[src/rtl/ldpc_fetch.sv]
// ldpc_fetch: fetches LDPC codewords from the byte deinterleaver frame memory
// one at a time (ldpc_req/ldpc_fin handshake), packs PACK soft values per word
// and streams them to the LDPC decoder input buffer with sop/eop framing.
// Optional build macro: LDPC_FETCH_SAT_EN -- clips the most negative soft
// value to the symmetric range before packing.
module ldpc_fetch #(
  parameter int WID    = 6,
  parameter int PACK   = 4,
  parameter int CW_LEN = 9216
) (
  input  logic                clk6,
  input  logic                rst,
  input  logic                bidin_rdy,
  input  logic                bidin_ena_out,
  input  logic [WID-1:0]      bidin_dout,
  input  logic [5:0]          cw_num,
  input  logic                dec_rdy,
  output logic                ldpc_req,
  output logic                ldpc_fin,
  output logic                dec_vld,
  output logic [WID*PACK-1:0] dec_data,
  output logic                dec_sop,
  output logic                dec_eop,
  output logic                ovf_err
);

  localparam int NWORD = CW_LEN / PACK;
  localparam int SW    = (CW_LEN > 1) ? $clog2(CW_LEN) : 1;
  localparam int LW    = (PACK > 1)   ? $clog2(PACK)   : 1;
  localparam int WW    = (NWORD > 1)  ? $clog2(NWORD)  : 1;

  typedef enum logic [1:0] {
    S_IDLE,
    S_WAIT,
    S_RECV,
    S_DONE
  } state_t;

  state_t              state;
  logic [SW-1:0]       smp_cnt;
  logic [LW-1:0]       lane_cnt;
  logic [WW-1:0]       word_cnt;
  logic [5:0]          cw_cnt;
  logic [5:0]          cw_lat;
  logic [WID*PACK-1:0] pack_q;
  logic [WID-1:0]      smp;
  logic [WID*PACK-1:0] word_nxt;
  logic                last_smp;
  logic                word_done;

`ifdef LDPC_FETCH_SAT_EN
  localparam logic [WID-1:0] MOST_NEG = {1'b1, {(WID-1){1'b0}}};
  localparam logic [WID-1:0] SAT_NEG  = {1'b1, {(WID-2){1'b0}}, 1'b1};

  // Clip the asymmetric most-negative code so the decoder sees a symmetric LLR range
  always_comb begin
    smp = bidin_dout;
    if (bidin_dout == MOST_NEG) smp = SAT_NEG;
  end
`else
  // Samples pass through bit-exact
  always_comb begin
    smp = bidin_dout;
  end
`endif

  // Current pack register with the incoming sample merged into its lane
  always_comb begin
    word_nxt = pack_q;
    word_nxt[lane_cnt*WID +: WID] = smp;
  end

  assign last_smp  = (smp_cnt == SW'(CW_LEN - 1));
  assign word_done = (lane_cnt == LW'(PACK - 1));

  // Sticky flag: strobe arriving while not receiving a codeword
  always_ff @(posedge clk6 or posedge rst) begin
    if (rst) begin
      ovf_err <= 1'b0;
    end else if (bidin_ena_out && (state != S_RECV)) begin
      ovf_err <= 1'b1;
    end
  end

  // Fetch FSM, sample packing and registered decoder-side outputs
  always_ff @(posedge clk6 or posedge rst) begin
    if (rst) begin
      state    <= S_IDLE;
      smp_cnt  <= '0;
      lane_cnt <= '0;
      word_cnt <= '0;
      cw_cnt   <= '0;
      cw_lat   <= '0;
      pack_q   <= '0;
      ldpc_req <= 1'b0;
      ldpc_fin <= 1'b0;
      dec_vld  <= 1'b0;
      dec_data <= '0;
      dec_sop  <= 1'b0;
      dec_eop  <= 1'b0;
    end else begin
      ldpc_req <= 1'b0;
      ldpc_fin <= 1'b0;
      dec_vld  <= 1'b0;
      dec_sop  <= 1'b0;
      dec_eop  <= 1'b0;

      case (state)
        S_IDLE: begin
          if (bidin_rdy && (cw_num != '0)) begin
            cw_lat <= cw_num;
            cw_cnt <= '0;
            state  <= S_WAIT;
          end
        end

        S_WAIT: begin
          if (dec_rdy) begin
            ldpc_req <= 1'b1;
            state    <= S_RECV;
          end
        end

        S_RECV: begin
          if (bidin_ena_out) begin
            pack_q <= word_nxt;
            if (word_done) begin
              lane_cnt <= '0;
              dec_vld  <= 1'b1;
              dec_data <= word_nxt;
              dec_sop  <= (word_cnt == '0);
              dec_eop  <= (word_cnt == WW'(NWORD - 1));
              word_cnt <= word_cnt + WW'(1);
            end else begin
              lane_cnt <= lane_cnt + LW'(1);
            end

            if (last_smp) begin
              smp_cnt  <= '0;
              word_cnt <= '0;
              cw_cnt   <= cw_cnt + 6'd1;
              if ((cw_cnt + 6'd1) == cw_lat) state <= S_DONE;
              else                           state <= S_WAIT;
            end else begin
              smp_cnt <= smp_cnt + SW'(1);
            end
          end
        end

        S_DONE: begin
          ldpc_fin <= 1'b1;
          state    <= S_IDLE;
        end

        default: state <= S_IDLE;
      endcase
    end
  end

endmodule

[config.mk]
export PLATFORM = sky130hd
export DESIGN_NAME = ldpc_fetch
export DESIGN_NICKNAME = d
export VERILOG_FILES = /design/src/rtl/ldpc_fetch.sv
export SDC_FILE = /design/constraint.sdc
export NUM_CORES = 1
export LEC_CHECK = 0
export CAP_MARGIN = 10
export CELL_PAD_IN_SITES_DETAIL_PLACEMENT = 0
export CELL_PAD_IN_SITES_GLOBAL_PLACEMENT = 2
export CORE_ASPECT_RATIO = 0.9
export CORE_MARGIN = 1.5
export CORE_UTILIZATION = 33
export CTS_CLUSTER_SIZE = 28
export DETAILED_ROUTE_END_ITERATION = 6
export PLACE_DENSITY_LB_ADDON = 0.08
export SYNTH_ARGS = -nofsm -noshare
export SYNTH_HDL_FRONTEND = slang
export SYNTH_SLANG_ARGS = --single-unit
[constraint.sdc]
create_clock -name clk6 -period 3.1 [get_ports clk6]
set_clock_uncertainty 0.05 [all_clocks]
set_input_delay 0.62 -clock clk6 [delete_from_list [all_inputs] [get_ports clk6]]
set_output_delay 0.62 -clock clk6 [all_outputs]
set_load 0.05 [all_outputs]
==> out/summary.txt <==
Status = finished, final reports clean
Most frequent cells after synthesis = 96 x dfrtp_1, 48 x nand2_1, 48 x nor2_1, 31 x o21ai_0
Critical-path maximum fanout = 5
Hold Path Class = flop to flop
First-pass GRT wire length = 20.2 mm
H-tree levels = 3
Filler cell count = 1453
DP Wirelength = 8.75 mm
Mux cell area share after synthesis = 4.24%
Post-Synth Adder-Cell Area = 2.59%
Post-synth top area cell = dfrtp_1
CP required = 3320 ps
Final setup fails = 0
Pin count of the biggest net entering global routing = 32
Synth top area share = 49.7%
Mapped Nets = 520
Via count of the first global-routing pass = 3708
Setup_tns = 0 ps
Fin crit share = 76.9%
Post-synth EDFFs = 0
Warnings, synthesis = 0
Die width = 131 um
Seq/Total Area, Yosys = 49.7%
Overall Global Routing Usage = 17.2%
Synth area leaders = dfrtp_1 50%, nand2_1 3.7%, nor2_1 3.7%
IO Count = 47
# hold bufs at CTS = 0
Ant diodes = 0
Antenna violations before repair = 0
Max-cap violation count = 0
Predominant post-synthesis flop cell = dfrtp_1
RSZ-0062 raised after global routing = no
Hold Fails Final Rpt = 0
#FFs+latches synth = 96
Remaining antenna violation count = 0
Post-place setup slack = 314 ps
CP Class = input pin to flop
Fin nets = 565
Grt ovf = 0
Critical Path AT = 2610 ps
DRC errors left = 0
FF+latch area = 0.00240 mm^2
CTS sink count = 96
Static Leak = 2.47 nW
Share of cells above drive strength 1 = 9.58%
CP Capture Type = flop
Highest Clock Rate = 0.419 GHz
WL final = 12.4 mm
Max Buffers Root-to-Sink = 2
Final Critical Period = 2380 ps
Area Growth Syn to Fin = 21.8%
Later-pin clock latency in the skew report = 350 ps
Setup crit start kind = input pin
Die H = 118 um
VDD IR max = 0.591 mV
Num CTS Buffers = 9
Clock Pin Slew Worst Setup and Hold Paths = 60 ps
Post-Synth Simple-Gate Area = 20.8%
Slew @ Worst Pin = 574 ps
Worst setup margin = 716 ps
Drt initial violations = 287
Critical path cell sequence = clkdlybuf4s50_1 > or3b_2 > a2111oi_0 > mux2i_1 > a21oi_1
Compound-Gate Fraction of Synth Area = 14.4%
Synth cell types = 55
Synth Area in XOR/XNOR = 4.89%
Row cnt = 41
Area of the multi-input gates = 0.00227 mm^2
Most common cell in the netlist = dfrtp_1
Root Driver = clkbuf_16
Post CTS Setup Buffer Count = 0
Placed cell area = 0.00557 mm^2
DR vias/cell = 5.18
Hold slack final = 407 ps
Async set-or-reset flop fraction in the synthesized netlist = 100%
Pwr Density = 919 mW/mm^2
Fin area = 0.00589 mm^2
Setup slack, reg-to-reg = 750 ps
Critical path's slowest cell = a2111oi_0
IO Port Bufs = 46
Wire per inst = 16.8 um
Largest family of logic cells by synthesized area = simple AND/OR/NAND/NOR gates
Gate Count Post-Synth = 493
Worst relative slew slack = 60.7%
Routed via count = 3812
Post_cts resized = 0
DP Cell Count = 720
GP Congestion = 0.783
Starting density of the core = 34.1%
Max incr delay on CP = 590 ps
Core footprint = 0.0142 mm^2
Finished Layout Cells = 736
Syn Area/Cell = 9.81 um^2
CTS tree = built
Drt first pass iters = 6
Max Slew Vio Count = 0
Die area = 0.0154 mm^2
Synth Cell Area = 0.00483 mm^2
where the power goes:
part | switching [mW] | leakage, nW | internal, mW
Combinational | 1.49 | 1.03 | 0.846
Sequential | 0.275 | 1.28 | 1.60
Clock | 0.477 | 0.154 | 0.729
cells by family after synthesis:
family,count (synthesis)
DFF,96
buffers and inverters,43
and+or+nand+nor,194
xor gates and xnor gates,27
adders and majority gates,10
muxes,19
AOI/OAI and AO/OA,104
worst paths after layout:
| path | startpoint | end | depth (start not counted) |
|---|---|---|---|
| worst min-delay path | ovf_err | ovf_err | 1 |
| worst max register to register | smp_cnt[10] | cw_cnt[2] | 4 |
| max in group asynchronous | rst | pack_q[2] | 3 |
| worst min register to register | ovf_err | ovf_err | 1 |
| min in group asynchronous | rst | word_cnt[10] | 2 |
| worst max-delay path | bidin_dout[2] | dec_data[6] | 5 |
registers in the layout, indices dropped and copies added, names as in the netlist, 2 cells and up:
signal    flops
dec_data     24
cw_lat        6
state         2
cw_cnt        6
smp_cnt      14
pack_q       24
word_cnt     12
lane_cnt      2
critical path: cells and delay by family:
family          cells  cell delay, ps
buf+inv             1             560
simple gates        1             500
compound gates      2             760
mux                 1             150
area by class of cell:
class	instances	area share, %
sequential	96	40.8
multi-input combinational	354	38.6
timing repair buffer	60	10.0
clock buffer	13	4.25
tap	193	4.10
inverter	17	1.15
clock inverter	3	1.10
routing by layer:
| metal | track usage [%] | vias to the layer above | wire [um] |
|---|---|---|---|
| li1 | - | 1864 | - |
| met1 | 28.1 | 1846 | 6710 |
| met2 | 22.2 | 91 | 4870 |
| met3 | 3.64 | 11 | 633 |
| met4 | 4.60 | 0 | 176 |
| met5 | 0 | - | 0 |
cells in the final DEF, fill, tap and decap left out, types with 13 or more instances in the layout:
master	instances
dfrtp_1	96
nand2_1	48
nor2_1	48
clkdlybuf4s50_1	46
o21ai_0	31
a21oi_1	22
nand3_1	16
inv_1	15
nor4_1	15
xnor2_1	14
xor2_1	13
metrics by stage:
stage / utilization (%) / power (mW)
2_1_floorplan: - / 3.46
3_3_place_gp: 39.4 / 4.21
3_5_place_dp: 39.4 / 4.22
4_1_cts: 41.6 / 5.45
5_1_grt: 41.6 / 5.78
6_report: 41.6 / 5.41
Note: power is estimated with default switching activity, not from simulation.
